$ cat src/rtl/module_gray_scan_display_if.sv
// Gray-scan display bus: Gray input and blanking control in, multiplexed
// 7-segment drive plus conversion result out.
interface module_gray_scan_display_if #(
  parameter int WIDTH  = 4,
  parameter int DIGITS = 2
);
  logic [WIDTH-1:0]  gray_code;
  logic              blank_zeros;
  logic [DIGITS-1:0] anode_sel;
  logic [6:0]        display_code;
  logic [WIDTH-1:0]  bin_value;
  logic              conv_done;

  modport master (
    output gray_code, blank_zeros,
    input  anode_sel, display_code, bin_value, conv_done
  );

  modport slave (
    input  gray_code, blank_zeros,
    output anode_sel, display_code, bin_value, conv_done
  );
endinterface

$ cat src/rtl/module_gray_scan_display.sv
// Synchronizes a Gray input, converts it to binary and BCD (double dabble),
// and scans the BCD digits onto a multiplexed active-low 7-segment display.
module module_gray_scan_display #(
  parameter int WIDTH          = 4,
  parameter int DIGITS         = 2,
  parameter int REFRESH_CYCLES = 27000
) (
  input logic clk,
  input logic rst,
  module_gray_scan_display_if.slave bus
);
  localparam int BW = 4 * DIGITS;
  localparam int SW = BW + WIDTH;
  localparam int CW = $clog2(WIDTH + 1);
  localparam int RW = $clog2(REFRESH_CYCLES);
  localparam int DW = (DIGITS > 1) ? $clog2(DIGITS) : 1;

  typedef enum logic [1:0] {IDLE, SHIFT, DONE} state_e;

  state_e                   state_q, state_d;
  logic [1:0][WIDTH-1:0]    sync_q;
  logic [SW-1:0]            shift_q, shift_d;
  logic [CW-1:0]            cnt_q, cnt_d;
  logic [WIDTH-1:0]         hold_q, hold_d;
  logic [WIDTH-1:0]         bin_q, bin_d;
  logic [DIGITS-1:0][3:0]   bcd_q, bcd_d;
  logic                     done_q, done_d;
  logic [RW-1:0]            ref_q, ref_d;
  logic [DW-1:0]            digit_q, digit_d;

  logic [WIDTH-1:0]         bin_dec;
  logic [SW-1:0]            dabble;
  logic [DIGITS-1:0]        zero_above;
  logic                     blank;

  function automatic logic [6:0] seg7(input logic [3:0] n);
    case (n)
      4'd0:    seg7 = 7'h40;
      4'd1:    seg7 = 7'h79;
      4'd2:    seg7 = 7'h24;
      4'd3:    seg7 = 7'h30;
      4'd4:    seg7 = 7'h19;
      4'd5:    seg7 = 7'h12;
      4'd6:    seg7 = 7'h02;
      4'd7:    seg7 = 7'h78;
      4'd8:    seg7 = 7'h00;
      4'd9:    seg7 = 7'h10;
      default: seg7 = 7'h7F;
    endcase
  endfunction

  // b[i] is the XOR of all Gray bits at or above i
  always_comb begin
    bin_dec = '0;
    for (int i = 0; i < WIDTH; i++) bin_dec[i] = ^(sync_q[1] >> i);
  end

  always_comb begin
    dabble = shift_q;
    for (int d = 0; d < DIGITS; d++)
      if (dabble[WIDTH+4*d +: 4] >= 4'd5)
        dabble[WIDTH+4*d +: 4] = dabble[WIDTH+4*d +: 4] + 4'd3;
    dabble = {dabble[SW-2:0], 1'b0};
  end

  always_comb begin
    state_d = state_q;
    shift_d = shift_q;
    cnt_d   = cnt_q;
    hold_d  = hold_q;
    bin_d   = bin_q;
    bcd_d   = bcd_q;
    done_d  = 1'b0;
    case (state_q)
      IDLE: if (bin_dec != bin_q) begin
        shift_d = {{BW{1'b0}}, bin_dec};
        hold_d  = bin_dec;
        cnt_d   = '0;
        state_d = SHIFT;
      end
      SHIFT: begin
        shift_d = dabble;
        cnt_d   = cnt_q + 1'b1;
        if (cnt_q == CW'(WIDTH - 1)) state_d = DONE;
      end
      DONE: begin
        bin_d   = hold_q;
        bcd_d   = shift_q[SW-1 -: BW];
        done_d  = 1'b1;
        state_d = IDLE;
      end
      default: state_d = IDLE;
    endcase
  end

  always_comb begin
    ref_d   = ref_q + 1'b1;
    digit_d = digit_q;
    if (ref_q == RW'(REFRESH_CYCLES - 1)) begin
      ref_d   = '0;
      digit_d = (digit_q == DW'(DIGITS - 1)) ? '0 : digit_q + 1'b1;
    end
  end

  // zero_above[i]: digit i and every higher digit are zero
  always_comb begin
    logic hz;
    hz = 1'b1;
    zero_above = '0;
    for (int i = DIGITS - 1; i >= 0; i--) begin
      hz = hz & (bcd_q[i] == 4'd0);
      zero_above[i] = hz;
    end
  end

  assign blank            = bus.blank_zeros && (digit_q != '0) && zero_above[digit_q];
  assign bus.display_code = blank ? 7'h7F : seg7(bcd_q[digit_q]);
  assign bus.anode_sel    = ~(DIGITS'(1) << digit_q);
  assign bus.bin_value    = bin_q;
  assign bus.conv_done    = done_q;

  always_ff @(posedge clk) begin
    if (rst) begin
      state_q <= IDLE;
      sync_q  <= '0;
      shift_q <= '0;
      cnt_q   <= '0;
      hold_q  <= '0;
      bin_q   <= '0;
      bcd_q   <= '0;
      done_q  <= 1'b0;
      ref_q   <= '0;
      digit_q <= '0;
    end else begin
      state_q <= state_d;
      sync_q  <= {sync_q[0], bus.gray_code};
      shift_q <= shift_d;
      cnt_q   <= cnt_d;
      hold_q  <= hold_d;
      bin_q   <= bin_d;
      bcd_q   <= bcd_d;
      done_q  <= done_d;
      ref_q   <= ref_d;
      digit_q <= digit_d;
    end
  end
endmodule

$ cat src/flat_wrapper.sv
// flat-port wrapper written by rule: the top's interface ports become plain ports
module module_gray_scan_display_flat 
#(
  parameter int WIDTH          = 4,
  parameter int DIGITS         = 2,
  parameter int REFRESH_CYCLES = 27000
)
  (clk, rst, bus_gray_code, bus_blank_zeros, bus_anode_sel, bus_display_code, bus_bin_value, bus_conv_done);
  module_gray_scan_display_if #(.WIDTH(WIDTH), .DIGITS(DIGITS)) bus_i ();
  input logic clk;
  input logic rst;
  input wire logic [$bits(bus_i.gray_code)-1:0] bus_gray_code;
  input wire logic [$bits(bus_i.blank_zeros)-1:0] bus_blank_zeros;
  output wire logic [$bits(bus_i.anode_sel)-1:0] bus_anode_sel;
  output wire logic [$bits(bus_i.display_code)-1:0] bus_display_code;
  output wire logic [$bits(bus_i.bin_value)-1:0] bus_bin_value;
  output wire logic [$bits(bus_i.conv_done)-1:0] bus_conv_done;
  assign bus_i.gray_code = bus_gray_code;
  assign bus_i.blank_zeros = bus_blank_zeros;
  assign bus_anode_sel = bus_i.anode_sel;
  assign bus_display_code = bus_i.display_code;
  assign bus_bin_value = bus_i.bin_value;
  assign bus_conv_done = bus_i.conv_done;
  module_gray_scan_display #(.WIDTH(WIDTH), .DIGITS(DIGITS), .REFRESH_CYCLES(REFRESH_CYCLES)) u_core (.clk(clk), .rst(rst), .bus(bus_i));
endmodule
$ cat config.mk
export PLATFORM = sky130hd
export DESIGN_NAME = module_gray_scan_display_flat
export DESIGN_NICKNAME = d
export VERILOG_FILES = /design/src/rtl/module_gray_scan_display_if.sv /design/src/rtl/module_gray_scan_display.sv /design/src/flat_wrapper.sv
export SDC_FILE = /design/constraint.sdc
export NUM_CORES = 1
export LEC_CHECK = 0
export BUFFER_PORTS_ARGS = -buffer_cell sky130_fd_sc_hd__buf_4
export CORE_MARGIN = 4
export CORE_UTILIZATION = 40
export CTS_BUF_LIST = sky130_fd_sc_hd__clkbuf_16
export DETAILED_ROUTE_END_ITERATION = 8
export PLACE_DENSITY = 0.6
export SLEW_MARGIN = 40
export SYNTH_ARGS = -nofsm -noshare
export SYNTH_HDL_FRONTEND = slang
export SYNTH_SLANG_ARGS = --single-unit
$ cat constraint.sdc
create_clock -name clk -period 3.9 [get_ports clk]
set_input_delay 0.195 -clock clk [delete_from_list [all_inputs] [get_ports clk]]
set_output_delay 0.195 -clock clk [all_outputs]
set_load 0.05 [all_outputs]
# Word-level counts from Yosys, hierarchy flattened
# Memories as Yosys holds them, arrays and structs flattened.
# Index checks and enable logic that the tools add are counted.
# op_classes
n_addsub	5
order_cmp	3
n_eq_ne	7
shift	1
muxes	16
bitwise_logic	2
n_reduce_logical	14
# ops
op	n
case mux 12 bit (2 select lines)	1
parity 4 bit	4
adder 15 x 1 -> 15 bit (second input constant)	1
equality test 15 bit (second input constant)	1
two-way mux 12 bit	1
two-way mux 4 bit	3
>= comparator 4 x 3 -> 1 bit (second input constant)	2
zero test 4 bit	2
two-way mux 7 bit	1
two-way mux 3 bit	2
case mux 3 bit (2 select lines)	1
AND reduction 2 bit	3
adder 4 x 2 -> 4 bit (second input constant)	1
two-way mux 1 bit	4
two-way mux 2 bit	2
inequality test 2 x 1 -> 1 bit (second input constant)	2
inequality test 4 bit	1
case mux 2 bit (2 select lines)	1
adder 3 x 1 -> 3 bit (second input constant)	1
adder 3 x 2 -> 3 bit (second input constant)	1
equality test 3 x 2 -> 1 bit (second input constant)	1
equality test 2 x 1 -> 1 bit (second input constant)	1
equality test 2 bit (second input constant)	1
logical AND 1 bit	2
other kinds (8)	8
# totals
regBits	58
rom_bits	112
input_bits	7
out_inout_bits	14
elab_cells	61
n_memories	1
# mem_list
name	depth	word_bits	rd	rd_ports_with_merged_regs	wr	line_no	text
(name not given)	16	7	1	0	0	module_gray_scan_display.sv:37	case (n)

# Longest topological paths before layout
# Gate-level depths: netlist (run 1).
# depth
word_depth	6
depth_mapped	7
mapped_depth_nobuf	7

# Worst setup path before layout (run 1)
# No wires, ideal clock.
# synth_path
kind	register -> output
startpoint	register u_core.digit_q
endpoint	output bus_display_code[3]
t_arrival_ps	2479
t_required_ps	3705
slack_ps	1226
path_stages_with_launch	8
path_cell_list	dfxtp_1 > clkbuf_1 > mux2_2 > inv_1 > ha_1 > inv_1 > mux2i_1 > o21ai_0
# synth_between
elab_chain_len	4
elab_cells_between_ends	8
cone_classes	5 x mux; 2 x reduce/logical; 1 x memory
# synth_lines
item	line_no	text
start: declaration	module_gray_scan_display.sv:29	logic [DW-1:0] digit_q, digit_d;
start signal: assignment	module_gray_scan_display.sv:144	digit_q <= digit_d;
two-way mux 4 bit (implied by the code) / two-way mux 1 bit (equally long branches) (2 in a row)	module_gray_scan_display.sv:117, module_gray_scan_display.sv:116	
memory (16 x 7 bit) / logical AND 1 bit (equally long branches)	n/a	
two-way mux 7 bit *	module_gray_scan_display.sv:117	assign bus.display_code = blank ? 7'h7F : seg7(bcd_q[digit_q]);
end: declaration	flat_wrapper.sv:15	output wire logic [$bits(bus_i.display_code)-1:0] bus_display_code;
# Mark *: on every way between the ends. The rest lies on a longest branch, timed or not. The select of a mux whose other input is x is not followed.

# Worst setup path in the final report (run 1)
# Ends and elaborated chain as after synthesis.

==> results by group, run 1 <==
Logic synthesis
  – Top-count cell post-synth: dfxtp_1
  – Syn_nets: approximately 340
  – Top cell type's share of synthesized area: approximately 42%
  – Synth top area cells: dfxtp_1 42%, nand2_1 6.3%, ha_1 5.5%
  – Most frequent cells after synthesis: 58 x dfxtp_1, 46 x nand2_1, 32 x nor2_1
  – EDFF count, synth: 0
  – Post-synthesis sequential area ratio: 42.2%
  – Largest area contributor in the netlist: dfxtp_1
  – Syn avg cell area: about 8.5 sq um
  – Syn. warnings: 0
  – Gate count of the mapped netlist: ~320
  – Post-Syn Area: ~2800 sq um
  – Ys async rst share: 0%
  – Distinct cells, synth: between 40 and 50
  – Yosys reg bits: 58
  – Synth Flop Type: dfxtp_1

Pwr
  – Peak supply drop: 0.231 mV
  – LEAKAGE: 1.22 nW
  – P per Cell Area: approximately 460 nW/um^2

Placed design
  – PortBufs: 20
  – Setup slack at placement: around 1.6 ns
  – Gpl congestion: roughly 0.80
  – Hpwl dp: roughly 3400 microns

Drt
  – DRT antenna net count: 0
  – Via count: 2084
  – Routed wire length: 5030 microns
  – Drt wl/cell: roughly 12 microns
  – DR DRC count: 0
  – DR iter-0 viols: a little under 100
  – DRT Pass-1 Iters: 4
  – Vias per cell: between 4 and 5

Setup path
  – Worst EP required: 3.70 ns
  – Crit path launch type: register
  – WS Path Type: register to output port
  – Crit. End Element: output port
  – CP max FO: 7
  – Data arrival time of the worst path: 2.09 ns

Clocking
  – CTS buffer count: 9
  – Clk sink count: 58
  – Clk buf depth: 2
  – Setup bufs post-CTS: 0
  – # resized after CTS: 0
  – Skew-Pair Late Insertion Delay: approximately 0.32 ns
  – Worst-path clk slew: 0.05 ns
  – CTS tree: built
  – H-tree depth: 3
  – Root Buffer: clkbuf_16
  – Hold-fix buffers, CTS: 0

Finish
  – Nets: 357
  – Layout cells sized above 1: between 10% and 20%
  – Diodes inserted: 0
  – Layout area overhead: 16.6%

Timing
  – Final setup violation count: 0
  – Setup ws final: 1.61 ns
  – Relative slew margins: 58.4%
  – Slew Viols, Final: 0
  – Tcrit/Tclk final: about three fifths
  – Minimum clock period: ~2.3 ns
  – Slew at the pin closest to its max-slew limit: just over 0.6 ns
  – F_max: roughly 0.44 GHz
  – Final hold vios: 0
  – Clock Skew: roughly 0.007 ns
  – RSZ-0062 raised after global routing: false
  – Setup_tns: 0 ns

GRT
  – Total gr overflow: 0
  – Total GRT Usage: 13.3%
  – Antenna violations before repair: 0
  – Vias in the first global route: 1935
  – First-pass GRT wire length: 8940 microns
  – Largest net degree at the start of global routing: 46

Hold path
  – Min-delay worst type: input pin to register

Floorplanning
  – Total core area: 6490 sq um
  – IO Count: 21
  – Die Wd: between 90 and 100 microns
  – Die Ht: 90.9 microns
  – Die area: around 8300 sq um
  – Row count: 29
  – Starting Density: 42.3%

Run status
  – Outcome: finished clean

Job
  – Total of max-cap violations: 0
[layer usage]
layer	track usage, %	share of wire [%]	up-vias
li1	-	-	1121
met1	17.4	52	935
met2	19.5	42	19
met3	4.08	2.7	9
met4	7.54	2.7	0
met5	0	0	-
[layout make-up]
class	instances	area, sq um
clock inverter	7	60.1
fill	631	3290
inverter	12	45.0
clock buffer	9	225
sequential	58	1160
tap	77	96.3
multi-input combinational	237	1470
timing repair buffer	20	150
[layout by cell type, fill, tap and decap left out, types with 9 or more instances in the layout]
cell and instances:
a21oi_1 28, o21ai_1 10, ha_1 12, o21ai_0 11, buf_4 20, nor2_1 32
nand2_1 46, inv_1 12, clkbuf_16 9, nand3_1 10, dfxtp_1 58, xnor2_1 14
[per-stage QoR]
step                      hold slack, ns  area, sq um  std cells  util (%)  total power (W)
final                             0.0793         3210        420      49.4          0.00147
after global routing              0.0783         3210        420      49.4          0.00153
after CTS                         0.0695         3200        420      49.2          0.00148
after detailed placement           0.409         2910        404      44.8         0.000734
after global placement             0.404         2910        404      44.8         0.000733
after floorplan                    0.323         2750        323         -         0.000717
[where the power goes]
group	leakage [nW]	internal, W	switching (W)
clock	0.140	0.000485	0.000257
combinational	0.607	0.0000381	0.0000564
sequential	0.471	0.000615	0.0000157
[worst paths after layout]
kind / from / end / slack [ns] / depth (start not counted)
hold reg to reg: u_core.sync_q[3] / u_core.sync_q[7] / 0.43 / 1
setup / recovery: u_core.digit_q / bus_display_code[3] / 1.61 / 7
hold / removal: bus_gray_code[0] / u_core.sync_q[0] / 0.08 / 2
setup reg to reg: u_core.sync_q[7] / u_core.shift_q[1] / 1.82 / 5
[sequential cells by signal (all words and copies together), names as in the netlist]
signal	flops
u_core.bcd_q	8
u_core.bus.bin_value	4
u_core.bus.conv_done	1
u_core.cnt_q	3
u_core.digit_q	1
u_core.hold_q	4
u_core.ref_q	15
u_core.shift_q	12
u_core.state_q	2
u_core.sync_q	8
[critical path, stage by stage, from the launching register on]
cell	delay, ns
dfxtp_1	0.48
mux2_2	0.42
inv_1	0.12
ha_1	0.25
inv_1	0.06
mux2i_1	0.06
o21ai_0	0.15
buf_4	0.22
[kinds of logic (layout without fill, tap and decap cells)]
family	after synthesis	count (layout)	share of synthesized area (%)
flip-flops	58	58	42.2
adder cells (fa/ha/maj)	12	12	5.46
AND/OR/NAND/NOR	125	125	21.4
buffers and inverters	28	48	4.87
AO/OA/AOI/OAI	69	69	14.8
XOR/XNOR	23	23	8.19
multiplexers	8	8	3.05
Note: power is estimated with default switching activity, not from simulation.
==> run 2: changes to the inputs <==
==> constraint.sdc (replaced) <==
create_clock -name clk -period 2.25 [get_ports clk]
set_input_delay 0.1125 -clock clk [delete_from_list [all_inputs] [get_ports clk]]
set_output_delay 0.1125 -clock clk [all_outputs]
set_load 0.05 [all_outputs]
==> run 2 against run 1 <==
Against the previous run:
- clock-buffer cell count stayed put
- flip-flop and latch count did not move
- sequential share of layout area decreased by 0.39 points
- register-to-register slack got worse by 1.5 ns
- worst setup slack worse by 1.4 ns
- critical path depth is the same
- clock skew shrank 0.0017 ns
- largest power group unchanged
- highest routed layer unchanged
==> results by group, run 2 (synthesis gave the netlist of run 1 again) <==
Pwr
  – P per Cell Area: 744 nW/um^2
  – Clock network power share: a little under half
  – Reg power frac: around 45%
  – LEAKAGE: around 1.3 nW
  – Internal power: approximately 0.0019 W
  – Sw frac: 23.0%
  – Peak supply drop: around 0.4 mV
  – Net switching power: between 0.0005 and 0.0006 W
  – Gate power share: under 10%

Placed design
  – PortBufs: 20
  – Gpl congestion: ~0.81
  – Hpwl dp: 3560 microns
  – Post-DP Area: 2950 sq um

Setup path
  – Data arrival time of the worst path: roughly 2.0 ns
  – R2R cell count: 5
  – Worst EP required: 2.14 ns
  – Reg2reg setup slack: 0.29 ns
  – CP endpoint: bus_display_code[3]
  – Crit path launch type: register
  – CP max FO: 7
  – Crit. End Element: output port
  – Critical Path Source: u_core.digit_q
  – WS Path Type: register to output port
  – FF-to-FF Start: u_core.sync_q[7]
  – RR Endpoint: u_core.shift_q[3]

Timing
  – Clock Skew: around 0.0054 ns
  – Minimum clock period: just over 2 ns
  – Tcrit/Tclk final: between 90% and 100%
  – F_max: 0.484 GHz
  – Final setup violation count: 0
  – Relative slew margins: a little under 60%
  – Slew at the pin closest to its max-slew limit: a little over 0.6 ns
  – RSZ-0062 raised after global routing: false
  – Final hold vios: 0
  – Slew Viols, Final: 0
  – Setup_tns: 0 ns

Job
  – Total of max-cap violations: 0

Hold path
  – Min-delay worst type: input pin to register

Finish
  – Biggest register: u_core.ref_q
  – Most frequent cells in the layout: 57 x dfxtp_1, 46 x nand2_1, 32 x nor2_1
  – Diodes inserted: 0
  – Max reg flops: 15
  – Most common cell after layout, fill and taps aside: dfxtp_1
  – Largest regs: u_core.ref_q: 15 flops, u_core.shift_q: 12 flops
  – Nets: about 370
  – Post-Layout Inst Area: 3240 sq um
  – Layout cells sized above 1: a little over an eighth
  – Filler Cell Count: approximately 620
  – Layout area overhead: 18.0%

Floorplanning
  – Die Wd: 90.9 microns
  – Die Ht: roughly 91 microns
  – IO Count: 21
  – Total core area: 6490 sq um
  – Starting Density: approximately 42%
  – Die area: 8270 sq um
  – Row count: 29

Drt
  – Via count: roughly 2.1k
  – DR iter-0 viols: between 80 and 90
  – Routed wire length: between 5000 and 6000 microns
  – DRT antenna net count: 0
  – Vias per cell: ~5.0
  – DRT Pass-1 Iters: 6
  – DR DRC count: 0
  – Drt wl/cell: between 10 and 15 microns

GRT
  – Vias in the first global route: between 1.5k and 2k
  – First-pass GRT wire length: 9110 microns
  – Total GRT Usage: ~14%
  – Largest net degree at the start of global routing: 45
  – Antenna violations before repair: 0
  – Total gr overflow: 0

Run status
  – Outcome: finished clean

Clocking
  – H-tree depth: 3
  – Worst-path clk slew: about 0.05 ns
  – Skew-Pair Late Insertion Delay: between 0.3 and 0.4 ns
  – CTS tree: built
  – Root Buffer: clkbuf_16
  – CTS buffer count: 9
  – Clk sink count: 58
  – Setup bufs post-CTS: 0
  – Clk buf depth: 2
==> run 2: layer usage <==
layer	part of all wire (%)	routed length [microns]	global-route usage (%)
met5	0	0	0
met4	1.5	80	6.16
met3	3.0	154	4.67
met2	44	2260	19.6
met1	52	2680	18.3
==> run 2: worst max-delay path, cell delays in order (launching register included) <==
cell and delay [ns]:
dfxtp_2 0.41, mux2_2 0.40, inv_1 0.12, ha_1 0.25, inv_1 0.06, mux2i_1 0.06
o21ai_1 0.12, buf_4 0.21
==> run 2: through the flow <==
| step | power [W] | setup WS (ns) | hold slack [ns] | util, % | std cells |
|---|---|---|---|---|---|
| global placement | 0.00128 | 0.361 | 0.324 | 45.3 | 409 |
| CTS | 0.00245 | 0.0531 | 0.355 | 49.9 | 429 |
| global route | 0.00253 | 0.0688 | 0.380 | 50.0 | 429 |
| finish | 0.00241 | 0.183 | 0.358 | 50.0 | 429 |
| detailed placement | 0.00128 | 0.307 | 0.328 | 45.3 | 409 |
| floorplan | 0.00124 | 0.0352 | 0.241 | - | 323 |
==> run 2: how the worst min path moves through the flow <==
stage,cells after the start,start,end,slack (ns)
global route,3,rst,u_core.sync_q[0],0.38
finish,3,rst,u_core.ref_q[2],0.36
CTS,3,rst,u_core.sync_q[0],0.36
global placement,2,bus_gray_code[3],u_core.sync_q[3],0.32
floorplan,1,bus_gray_code[0],u_core.sync_q[0],0.24
detailed placement,2,bus_gray_code[0],u_core.sync_q[0],0.33
==> run 2: area by class of cell <==
type	instances	area, sq um	area share (%)
Tap cell	77	96.3	2.97
Clock inverter	7	28.8	0.887
Sequential cell	58	1160	35.8
Inverter	12	45.0	1.39
Multi-Input combinational cell	237	1460	45.0
Clock buffer	9	225	6.94
Timing Repair Buffer	29	228	7.02
==> run 2: power by group through the flow <==
stage,clock (W),sequential (W),combinational [W]
after global routing,0.00124,0.00110,0.000196
after floorplan,0,0.00110,0.000138
after CTS,0.00118,0.00109,0.000176
final,0.00115,0.00109,0.000174
after detailed placement,0,0.00111,0.000171
after global placement,0,0.00111,0.000169
==> run 2: repair_timing <==
item                                    in CTS  in global routing
gates resized for setup                      0                  2
hold endpoints to repair                     4                  0
hold buffers                                 4                  0
endpoints found under the setup margin       0                  5
==> run 3: changes to the inputs <==
--- a/config.mk
+++ b/config.mk
@@ -5,6 +5,7 @@
 export SDC_FILE = /design/constraint.sdc
 export NUM_CORES = 1
 export LEC_CHECK = 0
+export ABC_AREA = 1
 export BUFFER_PORTS_ARGS = -buffer_cell sky130_fd_sc_hd__buf_4
 export CORE_MARGIN = 4
 export CORE_UTILIZATION = 40
==> run 3 against run 2 <==
Against the previous run:
- sequential share of layout area shrank 1.9 points
- largest cell class unchanged
- clock power is 13% higher
- synthesized area up 2.9%
- synthesized cell count up 18%
- utilization increased by 0.34 points
- first-iteration DRC count grew 48%
- worst hold slack lost 0.18 ns
- clock skew rose by 0.0017 ns
- cell count increased by 20%
==> results by group, run 3 <==
GRT
  – Antenna violations before repair: 0
  – Vias in the first global route: roughly 2.3k
  – Total GRT Usage: approximately 15%
  – First-pass GRT wire length: about 10000 microns
  – Largest net degree at the start of global routing: 28
  – Total gr overflow: 0

Logic synthesis
  – Yosys reg bits: a little under 60
  – Synth Flop Type: dfxtp_1
  – Top-count cell post-synth: nand2_1
  – Syn. warnings: 0
  – Syn_nets: between 400 and 500
  – Most frequent cells after synthesis: 64 x nand2_1, 58 x dfxtp_1, 50 x inv_1
  – EDFF count, synth: 0
  – Post-synthesis sequential area ratio: around two fifths
  – Synth top area cells: dfxtp_1 41%, nand2_1 8.5%, inv_1 6.6%
  – Syn avg cell area: roughly 7.4 sq um
  – Ys async rst share: 0%
  – Gate count of the mapped netlist: between 300 and 400
  – Top cell type's share of synthesized area: around 41%
  – Largest area contributor in the netlist: dfxtp_1
  – Post-Syn Area: approximately 2800 sq um
  – Distinct cells, synth: 34

Timing
  – RSZ-0062 raised after global routing: false
  – Slew Viols, Final: 0
  – Slew at the pin closest to its max-slew limit: between 0.5 and 0.6 ns
  – Tcrit/Tclk final: between 90 and 100%
  – Clock Skew: about 0.0071 ns
  – Setup_tns: 0 ns
  – Minimum clock period: ~2.2 ns
  – Final setup violation count: 0
  – F_max: approximately 0.46 GHz
  – Setup ws final: about 0.099 ns
  – Min Hold Slack: roughly 0.18 ns
  – Relative slew margins: about three fifths
  – Final hold vios: 0

Floorplanning
  – Die Wd: 92.1 microns
  – Die Ht: 92.1 microns
  – IO Count: 21
  – Starting Density: between 40% and 50%
  – Die area: around 8500 sq um
  – Row count: 30
  – Total core area: 6830 sq um

Setup path
  – Worst EP required: between 2 and 2.5 ns
  – CP max stage delay: just under 0.4 ns
  – Crit. End Element: output port
  – CP max FO: 8
  – Critical-path cell list: inv_2 > or2_2 > o21ai_4 > inv_2 > ha_1 > or2_2 > o211ai_1 > nand2_2 > buf_6
  – WS Path Type: register to output port
  – Crit path launch type: register
  – CP max stage cell: dfxtp_4
  – Data arrival time of the worst path: ~2.0 ns

Finish
  – Max reg flops: 15
  – Final core utilization: 50.3%
  – Area occupied by multi-input gates: about 1400 sq um
  – Layout cells sized above 1: 17.7%
  – Most common cell after layout, fill and taps aside: nand2_1
  – Nets: approximately 430
  – Diodes inserted: 0
  – FF/Latch Area: 1160 sq um
  – Post-Layout Inst Area: roughly 3400 sq um
  – Filler Cell Count: 674
  – Biggest register: u_core.ref_q
  – Largest regs: u_core.ref_q: 15 flops, u_core.shift_q: 12 flops
  – Layout area overhead: 21.4%
  – Most frequent cells in the layout: 63 x nand2_1, 57 x dfxtp_1, 48 x inv_1

Hold path
  – Min-delay worst type: input pin to register

Drt
  – Drt wl/cell: around 11 microns
  – DR iter-0 viols: ~130
  – DR DRC count: 0
  – DRT Pass-1 Iters: 4
  – Routed wire length: 5570 microns
  – Vias per cell: approximately 4.8
  – Via count: 2468
  – DRT antenna net count: 0

Clocking
  – Root Buffer: clkbuf_16
  – Skew-Pair Late Insertion Delay: between 0.3 and 0.4 ns
  – CTS tree: built
  – Worst-path clk slew: around 0.05 ns
  – Clk buf depth: 2
  – CTS buffer count: 9
  – H-tree depth: 3
  – Clk sink count: 58

Placed design
  – PortBufs: 20
  – Gpl congestion: 0.779
  – Setup slack at placement: around 0.11 ns
  – Hpwl dp: about 3900 microns
  – Post-DP Area: about 3100 sq um

Pwr
  – LEAKAGE: roughly 1.4 nW
  – Peak supply drop: ~0.42 mV
  – P per Cell Area: approximately 750 nW/um^2

Job
  – Total of max-cap violations: 0

Run status
  – Outcome: finished clean
-- run 3: cell types whose count changed after synthesis, sizes merged, moves of 8 or more --
| cell | delta |
|---|---|
| inv | +39 |
| nand3 | +32 |
| nand2 | +27 |
| xnor2 | -14 |
| o21ai | +12 |
| a21oi | +10 |
| nor2b | -10 |
| nand2b | -8 |
-- run 3: worst paths after layout --
check / start / endpoint / slack [ns] / cells past startpoint
hold reg to reg: u_core.sync_q[2] / u_core.sync_q[6] / 0.39 / 2
hold / removal: rst / u_core.sync_q[5] / 0.18 / 2
setup / recovery: u_core.digit_q / bus_display_code[6] / 0.1 / 9
setup reg to reg: u_core.ref_q[0] / u_core.ref_q[4] / 0.46 / 7
-- run 3: repair_timing --
action	CTS	global route
pin swaps	0	0
resized for setup	5	6
endpoints found under the hold margin	4	0
setup buffers	0	1
setup endpoints to repair	4	6
hold buffers	4	0
-- run 3: cells by family after synthesis --
kind of cell	share of synthesized area (%)
buffers and inverters	8.97
XOR/XNOR	0.929
AO/OA/AOI/OAI	15.0
flip-flops	41.0
AND/OR/NAND/NOR	28.7
adder cells (fa/ha/maj)	5.30
-- run 3: final cells by class --
type / count / area share [%]
Multi-Input combinational cell: 262 / 41.8
Clock inverter: 7 / 1.75
Clock buffer: 9 / 6.55
Inverter: 52 / 5.68
Timing Repair Buffer: 29 / 6.85
Tap cell: 96 / 3.50
Sequential cell: 58 / 33.9
-- run 3: critical path, delay by kind of cell (launching register included) --
family / cells / cell delay [ns]
and+or+nand+nor: 3 / 0.67
DFF: 1 / 0.39
buffers and inverters: 3 / 0.28
adders and majority gates: 1 / 0.18
AOI/OAI and AO/OA: 2 / 0.19
-- run 3: power by group --
| group | internal (W) | switching [W] |
|---|---|---|
| Clock | 0.000841 | 0.000464 |
| Combinational | 0.0000638 | 0.000134 |
| Sequential | 0.00106 | 0.0000179 |
-- run 3: layer usage --
metal,vias up,global-route usage [%],part of all wire (%)
li1,1309,-,-
met1,1120,17.6,48
met2,28,23.8,46
met3,11,4.02,3.7
met4,0,7.05,2.3
met5,-,0,0
-- run 3: through the flow --
stage,power (W),cells
3_5_place_dp,0.00129,492
6_report,0.00258,513
5_1_grt,0.00267,513
2_1_floorplan,0.00126,382
4_1_cts,0.00262,512
3_3_place_gp,0.00129,492
